**config.mk**
```make
export PLATFORM = sky130hd
export DESIGN_NAME = ysyx_220053_ifu
export DESIGN_NICKNAME = d
export VERILOG_FILES = /design/src/rtl/ysyx_220053_ifu.sv
export SDC_FILE = /design/constraint.sdc
export NUM_CORES = 1
export LEC_CHECK = 0
export CELL_PAD_IN_SITES_DETAIL_PLACEMENT = 1
export CELL_PAD_IN_SITES_GLOBAL_PLACEMENT = 1
export CORE_MARGIN = 4
export CORE_UTILIZATION = 23
export DETAILED_ROUTE_END_ITERATION = 10
export PLACE_DENSITY_LB_ADDON = 0.1
export SKIP_CTS_REPAIR_TIMING = 1
export SLEW_MARGIN = 10
export SYNTH_ARGS = -nofsm -noshare
export SYNTH_HDL_FRONTEND = slang
export SYNTH_SLANG_ARGS = --single-unit
```
**constraint.sdc**
```tcl
create_clock -name clk -period 5 [get_ports clk]
set_clock_uncertainty 0.1 [all_clocks]
set_input_delay 0.75 -clock clk [delete_from_list [all_inputs] [get_ports clk]]
set_output_delay 0.75 -clock clk [all_outputs]
set_load 0.005 [all_outputs]
```
**src/rtl/ysyx_220053_ifu.sv**
```systemverilog
// Instruction fetch unit: holds the PC, fetches 64-bit aligned words from instruction
// memory and hands the selected 32-bit instruction to decode; redirects flush in-flight work.
//
// state | meaning
// REQ   | issue a read for pc (or fault if pc is misaligned)
// WAIT  | one read outstanding; drop marks a response that belongs to a stale pc
// HOLD  | instruction presented to decode until accepted
// FAULT | sticky fetch fault; only an aligned redirect leaves
module ysyx_220053_ifu #(
    parameter logic [63:0] RESET_PC = 64'h0000_0000_8000_0000
) (
    input  logic        clk,
    input  logic        rst,
    output logic        imem_req_valid,
    input  logic        imem_req_ready,
    output logic [63:0] imem_req_addr,
    input  logic        imem_resp_valid,
    input  logic [63:0] imem_resp_data,
    input  logic        imem_resp_err,
    output logic [31:0] instr_o,
    output logic [63:0] pc_o,
    output logic        instr_valid,
    input  logic        instr_ready,
    input  logic        redirect_valid,
    input  logic [63:0] redirect_pc,
    output logic        fault_o
);

    typedef enum logic [1:0] {
        S_REQ,
        S_WAIT,
        S_HOLD,
        S_FAULT
    } state_t;

    state_t      state, state_nx;
    logic [63:0] pc, pc_nx;
    logic [63:0] pc_o_nx;
    logic [31:0] instr_nx;
    logic        drop, drop_nx;
    logic        instr_valid_nx;
    logic        fault_nx;
    logic        pc_aligned;

    assign pc_aligned     = (pc[1:0] == 2'b00);
    assign imem_req_addr  = {pc[63:3], 3'b000};
    assign imem_req_valid = !rst && (state == S_REQ) && !redirect_valid && pc_aligned;

    always_comb begin
        state_nx       = state;
        pc_nx          = pc;
        drop_nx        = drop;
        instr_nx       = instr_o;
        pc_o_nx        = pc_o;
        instr_valid_nx = instr_valid;
        fault_nx       = fault_o;

        case (state)
            S_REQ: begin
                if (redirect_valid) begin
                    pc_nx = redirect_pc;
                end else if (!pc_aligned) begin
                    state_nx = S_FAULT;
                    fault_nx = 1'b1;
                end else if (imem_req_ready) begin
                    state_nx = S_WAIT;
                end
            end
            S_WAIT: begin
                // A response landing with a redirect belongs to the old pc and is discarded.
                if (redirect_valid) begin
                    pc_nx = redirect_pc;
                    if (imem_resp_valid) begin
                        drop_nx  = 1'b0;
                        state_nx = S_REQ;
                    end else begin
                        drop_nx = 1'b1;
                    end
                end else if (imem_resp_valid) begin
                    if (drop) begin
                        drop_nx  = 1'b0;
                        state_nx = S_REQ;
                    end else if (imem_resp_err) begin
                        fault_nx = 1'b1;
                        state_nx = S_FAULT;
                    end else begin
                        instr_nx       = pc[2] ? imem_resp_data[63:32] : imem_resp_data[31:0];
                        pc_o_nx        = pc;
                        instr_valid_nx = 1'b1;
                        state_nx       = S_HOLD;
                    end
                end
            end
            S_HOLD: begin
                if (redirect_valid || instr_ready) begin
                    pc_nx          = redirect_valid ? redirect_pc : pc + 64'd4;
                    instr_valid_nx = 1'b0;
                    state_nx       = S_REQ;
                end
            end
            S_FAULT: begin
                if (redirect_valid && (redirect_pc[1:0] == 2'b00)) begin
                    pc_nx    = redirect_pc;
                    fault_nx = 1'b0;
                    state_nx = S_REQ;
                end
            end
            default: state_nx = S_REQ;
        endcase
    end

    always_ff @(posedge clk) begin
        if (rst) begin
            state       <= S_REQ;
            pc          <= RESET_PC;
            drop        <= 1'b0;
            instr_o     <= 32'd0;
            pc_o        <= 64'd0;
            instr_valid <= 1'b0;
            fault_o     <= 1'b0;
        end else begin
            state       <= state_nx;
            pc          <= pc_nx;
            drop        <= drop_nx;
            instr_o     <= instr_nx;
            pc_o        <= pc_o_nx;
            instr_valid <= instr_valid_nx;
            fault_o     <= fault_nx;
        end
    end

endmodule

```
==> results of run 1 <==
## routing by layer
metal  vias up  share of wire  track usage
met5         -        0.00072            0
met4         4          0.011      0.03781
met3        30          0.060      0.05050
met2       195           0.47       0.2854
met1      4363           0.46       0.2283
li1       4424              -            -
## Yosys cell counts (all sizes together) (5+ instances only)
cell type	number
or3	16
or4	14
mux2i	39
a211oi	42
nand2	198
and2	8
a31oi	27
and3	15
nand4	33
inv	13
clkbuf	82
nand2b	6
nor4	17
nor3	24
o21ai	33
dfxtp	165
nor2	82
a22oi	10
buf	74
a21oi	110
o211ai	17
nand3	42
o22ai	5
a41oi	5
## state kept, by name, indices dropped and copies added (netlist names)
name / flops
pc: 64
instr_o: 32
drop: 1
pc_o: 64
fault_o: 1
instr_valid: 1
state: 2
## power by group through the flow
| stage | logic [mW] | clock network, mW | registers (mW) |
|---|---|---|---|
| 2_1_floorplan | 0.792 | 0 | 1.61 |
| 4_1_cts | 1.18 | 1.52 | 1.73 |
| 3_3_place_gp | 1.17 | 0 | 1.75 |
| 6_report | 1.16 | 1.46 | 1.72 |
| 3_5_place_dp | 1.18 | 0 | 1.76 |
| 5_1_grt | 1.29 | 1.56 | 1.76 |
## worst paths after layout
check	startpoint	endpoint	slack, ns	cells after the start
worst max-delay path	redirect_valid	imem_req_valid	1.78	3
worst min-delay path	pc_o[17]$_SDFFE_PP0P_	pc_o[17]$_SDFFE_PP0P_	0.35	2
worst min register to register	pc_o[17]$_SDFFE_PP0P_	pc_o[17]$_SDFFE_PP0P_	0.35	2
worst max register to register	pc[2]$_SDFFE_PP0P_	pc[43]$_SDFFE_PP0P_	1.86	6
## final cells by class
class                   count  share of cell area
well taps                 511             0.05149
repair buffers            308              0.2455
clock buffers              22             0.03899
multi-input cells         817              0.3822
clock inverters             8             0.01179
flip-flops and latches    165              0.2661
inverters                  13            0.003929
## through the flow
step / setup slack, ns / utilization / hold WS, ns / cell area (um2)
floorplan: 2.539 / - / 0.3527 / 8915
global placement: 1.495 / 0.3108 / 0.3410 / 11790
detailed placement: 1.493 / 0.3108 / 0.3471 / 11790
CTS: 1.697 / 0.3274 / 0.3567 / 12420
global route: 1.531 / 0.3274 / 0.3727 / 12420
finish: 1.780 / 0.3274 / 0.3518 / 12420
## worst max-delay path: stages
cell and delay (ns):
clkdlybuf4s50_1 0.66, nor3_1 0.39, clkdlybuf4s50_1 0.57
## kinds of logic (layout without fill, tap and decap cells)
group | Yosys count | count (layout) | share of synthesized area
and+or+nand+nor | 472 | 472 | 0.2655
AOI/OAI and AO/OA | 298 | 298 | 0.2132
other | 1 | 3 | 0.0004210
muxes | 43 | 43 | 0.04888
DFF | 165 | 165 | 0.3708
adders and majority gates | 1 | 1 | 0.001404
buffers and inverters | 169 | 351 | 0.09973
==> impl_metrics.csv, run 1 <==
group,metric,value,unit
pwr,switchingPower,1.431,mW
timing,setup_viol,0,
timing,period_needed,3.220,ns
pwr,p_int,2.911,mW
timing,report.final.slew_viol_count,0,
pwr,power_frac_comb,0.266,
timing,relSlewSlack,0.3312,
die,fp.dieW,204.8,um
synth,synth-edff-count,0,
clocking,clk_pin_slew_worst_paths,0.06,ns
placed_design,place_congestion,0.7531,
final_layout,fin_cells,1844,
timing,finalHoldViolCount,0,
pwr,p_clk_frac,0.337,
die,die_h,204.8,um
synth,ys_warn_count,0,
worst_setup_path,critPathMaxFanout,12,
timing,setup_tns,0,ns
pwr,netSwitchingFraction,0.3295,
routing,wl,37450,um
global_routing,grt.overflow.total,0,
worst_setup_path,crit_arrival,2.37,ns
die,core,37930,um2
routing,via_count,9016,
final_layout,drive_gt1_frac,0.05626,
final_layout,multi_input_area,4746,um2
outcome,status,"finished, final reports clean",
final_layout,fin_nets,1458,
worst_setup_path,crit_path_end_kind,"output pin",
placed_design,placed_cells,1814,
timing,grt_setup_unrepaired,"no",
synth,synth_ff_type,"dfxtp_1",
clocking,clkSinkCount,165,
die,start_util,0.2348,
clocking,cts_buffers,17,
clocking,clkLatencyLatePin,0.45,ns
synth,synth_area,8907,um2
timing,tightest_slew,1.003,ns
global_routing,grt_usage,0.1741,
pwr,p_seq_frac,0.397,
routing,drt_iter0_drc,348,
clocking,clock_path_buffers,2,
die,boundaryPins,298,
die,die_area,41940,um2
routing,drc_errors,0,
final_layout,areaGrowthSynthToFinish,39.42,%
final_layout,antenna_cells,0,
global_routing,grt_pass1_vias,9298,
clocking,cts-root-buf,"clkbuf_16",
synth,ys_seq_elements,165,
die,row_count,71,
worst_setup_path,setup.worst_path.class,"input port to output pin",
synth,async_flop_share,0,
global_routing,antenna_found_initial,2,
min_path,min-delay-path-class,"flip-flop to flip-flop",
pwr,power_density,349.6,nW/um2
pwr,p_leak,4.029,nW
clocking,cts_max_level,4,
final_layout,fillCellCount,4536,
synth,yosysUniqueCellTypes,69,
routing,post_drt_wl_per_cell,20.31,um
clocking,cts_tree,"built",
synth,synthTopCellsByArea,"dfxtp_1 37%, nand2_1 8.3%, a21oi_1 6.2%, buf_4 5.4%, mux2i_1 4.4%",
pwr,ir_worst_vdd,0.2420,mV
placed_design,io_buffers,294,
routing,ant_nets,0,
routing,via_per_inst,4.889,
synth,ys_seq_area_frac,0.3708,
worst_setup_path,critPathRequiredTime,4.15,ns
synth,syn_avg_cell_area,7.752,um2
pwr,finalPower,4.342,mW
final_layout,final_cell_mix,"293 x clkdlybuf4s50_1, 198 x nand2_1, 164 x dfxtp_1",
global_routing,grt_max_degree,97,
final_layout,layout_commonest_cell,"clkdlybuf4s50_1",
timing,period_share,0.6440,
synth,synth_top_area_share,0.3708,
timing,fmax,310.5,MHz
routing,drt_pass1_iterations,4,
final_layout,register_area,3304,um2
synth,synth_cells,1149,
placed_design,hpwl,26730,um
synth,yosysTopAreaCell,"dfxtp_1",
global_routing,grt_pass1_wl,57290,um
worst_setup_path,start_kind,"input port",
job,max-cap-violations,0,
Note: power is estimated with default switching activity, not from simulation.
==> run 2, diff against run 1 <==
==> constraint.sdc (replaced) <==
create_clock -name clk -period 2.7 [get_ports clk]
set_clock_uncertainty 0.1 [all_clocks]
set_input_delay 0.405 -clock clk [delete_from_list [all_inputs] [get_ports clk]]
set_output_delay 0.405 -clock clk [all_outputs]
set_load 0.005 [all_outputs]
==> run 2 against run 1 <==
  * Sequential power grew 73%
  * Global-route usage is 0.71 points higher
  * Final cell count increased by 4.9%
  * Sequential cell count is the same
  * Register-to-register slack got worse by 1.6 ns
==> impl_metrics.csv, run 2 (synthesis results as in run 1) <==
group,metric,value,unit
worst_setup_path,startpoint,"pc[0]$_SDFFE_PP0P_",
clocking,clkSinkCount,165,
worst_setup_path,r2r_cells,5,
outcome,status,"finished, final reports clean",
placed_design,hpwl,29060,um
placed_design,place_area,12580,um2
worst_setup_path,cp_slowest_cell,"or4_1",
pwr,ir_worst_vdd,0.4617,mV
pwr,p_leak,4.497,nW
die,boundaryPins,298,
routing,drt_iter0_drc,441,
worst_setup_path,critPathRequiredTime,2.19,ns
final_layout,final_cell_mix,"293 x clkdlybuf4s50_1, 198 x nand2_1, 162 x dfxtp_1",
clocking,cts_max_level,4,
placed_design,io_buffers,294,
routing,drt_pass1_iterations,5,
clocking,clkLatencyLatePin,0.45,ns
pwr,finalPower,8.330,mW
routing,top_layer,"met5",
worst_setup_path,crit_arrival,2.12,ns
global_routing,grt_usage,0.1812,
routing,wl,38680,um
worst_setup_path,r2r_start,"pc[48]$_SDFFE_PP0P_",
routing,post_drt_wl_per_cell,19.99,um
final_layout,fin_nets,1547,
worst_setup_path,critPathMaxFanout,5,
clocking,clk_pin_slew_worst_paths,0.07,ns
pwr,power_density,631.3,nW/um2
final_layout,antenna_cells,0,
worst_setup_path,r2r_end,"pc[57]$_SDFFE_PP0P_",
placed_design,place_congestion,0.7941,
timing,fmax,381.5,MHz
routing,drc_errors,0,
timing,tightest_slew,0.6045,ns
routing,via_per_inst,4.890,
final_layout,areaGrowthSynthToFinish,48.14,%
routing,ant_nets,0,
worst_setup_path,cp_cell_sequence,"or4_1, nor3_2, clkdlybuf4s50_1",
worst_setup_path,start_kind,"flip-flop",
timing,setup_viol,0,
routing,met1Wirelength,17960,um
timing,grt_setup_unrepaired,"no",
final_layout,layout_commonest_cell,"clkdlybuf4s50_1",
worst_setup_path,crit_path_max_incr_delay,0.56,ns
routing,route.met3.wl,2371,um
global_routing,antenna_found_initial,2,
job,max-cap-violations,0,
timing,report.final.slew_viol_count,0,
min_path,min-delay-path-class,"input port to flip-flop",
global_routing,grt_pass1_vias,9746,
worst_setup_path,reg2reg_slack,0.25,ns
routing,via_count,9462,
global_routing,grt_pass1_wl,59270,um
global_routing,grt_max_degree,63,
clocking,cts-root-buf,"clkbuf_16",
worst_setup_path,setup.worst_path.class,"flip-flop to output pin",
clocking,cts_buffers,17,
worst_setup_path,crit_path_end_kind,"output pin",
timing,relSlewSlack,0.5939,
global_routing,grt.overflow.total,0,
die,die_h,204.8,um
timing,period_needed,2.621,ns
final_layout,largestRegisters,"pc: 64 flops, pc_o: 64 flops, instr_o: 32 flops",
die,start_util,0.2348,
die,row_count,71,
clocking,cts_tree,"built",
die,core,37930,um2
worst_setup_path,crit_end,"imem_req_valid",
final_layout,stdcell_area,13200,um2
die,die_area,41940,um2
routing,wl_met2,17890,um
clocking,clock_path_buffers,2,
final_layout,drive_gt1_frac,0.1201,
timing,period_share,0.9708,
timing,finalHoldViolCount,0,
die,fp.dieW,204.8,um
==> run 2: metal layers <==
layer / up-vias / global-route usage
met1: 4595 / 0.2438
met5: - / 0
met2: 226 / 0.2912
met4: 4 / 0.04020
met3: 26 / 0.04987
li1: 4611 / -
==> run 2: layout make-up <==
cell class	instances	area (um2)
fill	4512	24740
multi-input combinational	817	4753
timing repair buffer	397	3842
sequential	165	3307
tap	511	639.4
clock buffer	17	425.4
clock inverter	15	178.9
inverter	13	48.80
==> run 2: per-stage QoR <==
stage                     hold slack [ns]  setup slack [ns]  cells   TNS, ns  utilization
after floorplan                    0.3527            0.5190   1151         0            -
after global placement             0.3404           0.04819   1903         0       0.3317
after detailed placement           0.3469          -0.02377   1903  -0.02377       0.3317
after CTS                          0.1758          -0.09069   1935  -0.09069       0.3476
after global routing               0.1915         0.0002796   1935         0       0.3479
final                              0.2133           0.07887   1935         0       0.3479
==> run 2: where the power goes <==
group | total, mW | leakage, nW | switching [mW] | internal, mW
logic | 2.73 | 2.86 | 1.38 | 1.35
registers | 2.97 | 1.35 | 0.278 | 2.69
clock network | 2.63 | 0.286 | 1.16 | 1.46
total | 8.33 | 4.50 | 2.82 | 5.51
==> run 2: worst min path at each step <==
stage	startpoint	end	cells after the start
final	rst	pc[52]$_SDFFE_PP0P_	2
after floorplan	pc_o[0]$_SDFFE_PP0P_	pc_o[0]$_SDFFE_PP0P_	2
after detailed placement	pc_o[15]$_SDFFE_PP0P_	pc_o[15]$_SDFFE_PP0P_	2
after CTS	rst	pc[52]$_SDFFE_PP0P_	2
after global routing	rst	pc[52]$_SDFFE_PP0P_	2
after global placement	pc_o[31]$_SDFFE_PP0P_	pc_o[31]$_SDFFE_PP0P_	2
==> run 2: critical path, delay by kind of cell, from the launching register on <==
| kind | cells | cell delay, ns |
|---|---|---|
| flops | 1 | 0.34 |
| simple gates | 2 | 0.77 |
| buf+inv | 1 | 0.55 |
==> run 3, diff against run 2 <==
--- a/config.mk
+++ b/config.mk
@@ -5,10 +5,12 @@
 export SDC_FILE = /design/constraint.sdc
 export NUM_CORES = 1
 export LEC_CHECK = 0
+export CAP_MARGIN = 15
 export CELL_PAD_IN_SITES_DETAIL_PLACEMENT = 1
 export CELL_PAD_IN_SITES_GLOBAL_PLACEMENT = 1
 export CORE_MARGIN = 4
 export CORE_UTILIZATION = 23
+export CTS_CLUSTER_DIAMETER = 60
 export DETAILED_ROUTE_END_ITERATION = 10
 export PLACE_DENSITY_LB_ADDON = 0.1
 export SKIP_CTS_REPAIR_TIMING = 1
==> constraint.sdc (replaced) <==
create_clock -name clk -period 3 [get_ports clk]
set_clock_uncertainty 0.1 [all_clocks]
set_input_delay 0.45 -clock clk [delete_from_list [all_inputs] [get_ports clk]]
set_output_delay 0.45 -clock clk [all_outputs]
set_load 0.005 [all_outputs]
==> run 3 against run 2 <==
  * Combinational power is 16% lower
  * Final cell count down 1.8%
  * Cell area decreased by 1.5%
  * Global-route usage down 0.22 points
  * Power shrank 7.2%
  * Worst setup slack better by 0.16 ns
  * Core utilization down 0.53 points
  * Non-clock buffer count shrank 34
  * Critical path depth up 1
  * Via count fell by 0.85%
  * First-iteration DRC count is 9.3% higher
  * Critical endpoint unchanged
  * Highest routed layer unchanged
==> impl_metrics.csv, run 3 (synthesis results as in run 1) <==
group,metric,value,unit
clocking,cts_tree,"built",
worst_setup_path,r2r_start,"pc[21]$_SDFFE_PP0P_",
timing,tightest_slew,0.6585,ns
routing,via_per_inst,4.935,
die,boundaryPins,298,
outcome,status,"finished, final reports clean",
min_path,min_to,"pc_o[62]$_SDFFE_PP0P_",
routing,drt_iter0_drc,482,
pwr,switchingPower,2.489,mW
final_layout,areaGrowthSynthToFinish,45.86,%
timing,finalHoldViolCount,0,
die,fp.dieW,204.8,um
final_layout,drive_gt1_frac,0.09503,
worst_setup_path,critPathRequiredTime,2.45,ns
placed_design,hpwl,27840,um
global_routing,grt_max_degree,129,
global_routing,grt.overflow.total,0,
worst_setup_path,crit_path_end_kind,"output pin",
pwr,power_density,594.8,nW/um2
pwr,netSwitchingFraction,0.3221,
worst_setup_path,start_kind,"flip-flop",
routing,drt_pass1_iterations,5,
worst_setup_path,setup.worst_path.class,"flip-flop to output pin",
clocking,clock_path_buffers,2,
timing,period_needed,2.759,ns
die,die_area,41940,um2
clocking,clkSinkCount,165,
global_routing,grt_pass1_wl,58710,um
placed_design,io_buffers,294,
timing,grt_setup_unrepaired,"no",
die,start_util,0.2348,
pwr,ir_worst_vdd,0.4102,mV
pwr,p_int,5.239,mW
die,core,37930,um2
min_path,hp-start,"rst",
die,row_count,71,
final_layout,fin_nets,1513,
worst_setup_path,crit_arrival,2.21,ns
global_routing,grt_usage,0.1790,
clocking,cts-root-buf,"clkbuf_16",
routing,wl,38330,um
min_path,min-delay-path-class,"input port to flip-flop",
timing,setup_viol,0,
timing,report.final.slew_viol_count,0,
global_routing,grt_pass1_vias,9350,
clocking,cts_max_level,4,
routing,post_drt_wl_per_cell,20.16,um
final_layout,final_cell_mix,"293 x clkdlybuf4s50_1, 198 x nand2_1, 164 x dfxtp_1",
worst_setup_path,r2r_cells,6,
routing,ant_nets,0,
pwr,power_frac_comb,0.298,
timing,relSlewSlack,0.5610,
worst_setup_path,critPathMaxFanout,10,
global_routing,antenna_found_initial,2,
placed_design,place_congestion,0.7828,
final_layout,fin_util,0.3425,
timing,fin_hold_ws,0.2249,ns
timing,period_share,0.9196,
worst_setup_path,reg2reg_slack,0.38,ns
job,max-cap-violations,0,
worst_setup_path,r2r_end,"pc[43]$_SDFFE_PP0P_",
final_layout,fillCellCount,4472,
clocking,cts_buffers,17,
pwr,p_leak,4.369,nW
routing,drc_errors,0,
routing,via_count,9382,
final_layout,layout_commonest_cell,"clkdlybuf4s50_1",
clocking,clk_pin_slew_worst_paths,0.07,ns
timing,fmax,362.5,MHz
timing,setup_tns,0,ns
pwr,p_seq_frac,0.351,
clocking,clkLatencyLatePin,0.45,ns
final_layout,largestRegisters,"pc: 64 flops, pc_o: 64 flops, instr_o: 32 flops",
die,die_h,204.8,um
min_path,min_path_cells,2,
pwr,p_clk_frac,0.351,
## run 3: metrics by stage
step | setup WS, ns | total power, mW | std cells | area [um2]
2_1_floorplan | 0.8190 | 4.010 | 1151 | 8915
3_3_place_gp | 0.2920 | 5.083 | 1869 | 12290
3_5_place_dp | 0.2877 | 5.092 | 1869 | 12290
4_1_cts | 0.2074 | 7.854 | 1900 | 12990
5_1_grt | 0.1431 | 8.168 | 1900 | 12990
6_report | 0.2413 | 7.728 | 1901 | 12990
## run 3: worst max-delay path, cell delays in order (launching register included)
cell,delay (ns)
dfxtp_1,0.36
buf_4,0.19
or4_1,0.44
nor3_1,0.20
clkdlybuf4s50_1,0.56
## run 3: area by class of cell
class                           count  area [um2]  area share
Clock buffer                       19       452.9     0.03486
Inverter                           13       48.80    0.003756
Antenna cell                        1       2.502   0.0001926
Timing Repair Buffer              363        3550      0.2732
Clock inverter                     12       249.0     0.01916
Sequential cell                   165        3304      0.2543
Multi-Input combinational cell    817        4746      0.3653
Tap cell                          511       639.4     0.04921
## run 3: routing by layer
metal | GRT usage | part of all wire | vias to the layer above
li1 | - | - | 4547
met1 | 0.2451 | 0.47 | 4597
met2 | 0.2831 | 0.46 | 213
met3 | 0.05224 | 0.061 | 21
met4 | 0.03350 | 0.0070 | 4
met5 | 0 | 0.00055 | -
## run 3: how the worst max path moves through the flow
stage / from / end / slack [ns] / depth (start not counted)
floorplan: pc[4]$_SDFFE_PP0P_ / pc[27]$_SDFFE_PP0P_ / 0.82 / 6
global placement: redirect_valid / pc[54]$_SDFFE_PP0P_ / 0.29 / 6
detailed placement: redirect_valid / pc[54]$_SDFFE_PP0P_ / 0.29 / 6
CTS: state[0]$_SDFFE_PP0P_ / imem_req_valid / 0.21 / 4
global route: state[0]$_SDFFE_PP0P_ / imem_req_valid / 0.14 / 4
finish: state[0]$_SDFFE_PP0P_ / imem_req_valid / 0.24 / 4
## run 3: power by group through the flow
| stage | Combinational (mW) | Clock, mW | Sequential, mW |
|---|---|---|---|
| floorplan | 1.32 | 0 | 2.69 |
| global placement | 2.32 | 0 | 2.76 |
| detailed placement | 2.33 | 0 | 2.76 |
| CTS | 2.34 | 2.80 | 2.72 |
| global route | 2.53 | 2.88 | 2.76 |
| finish | 2.30 | 2.72 | 2.71 |
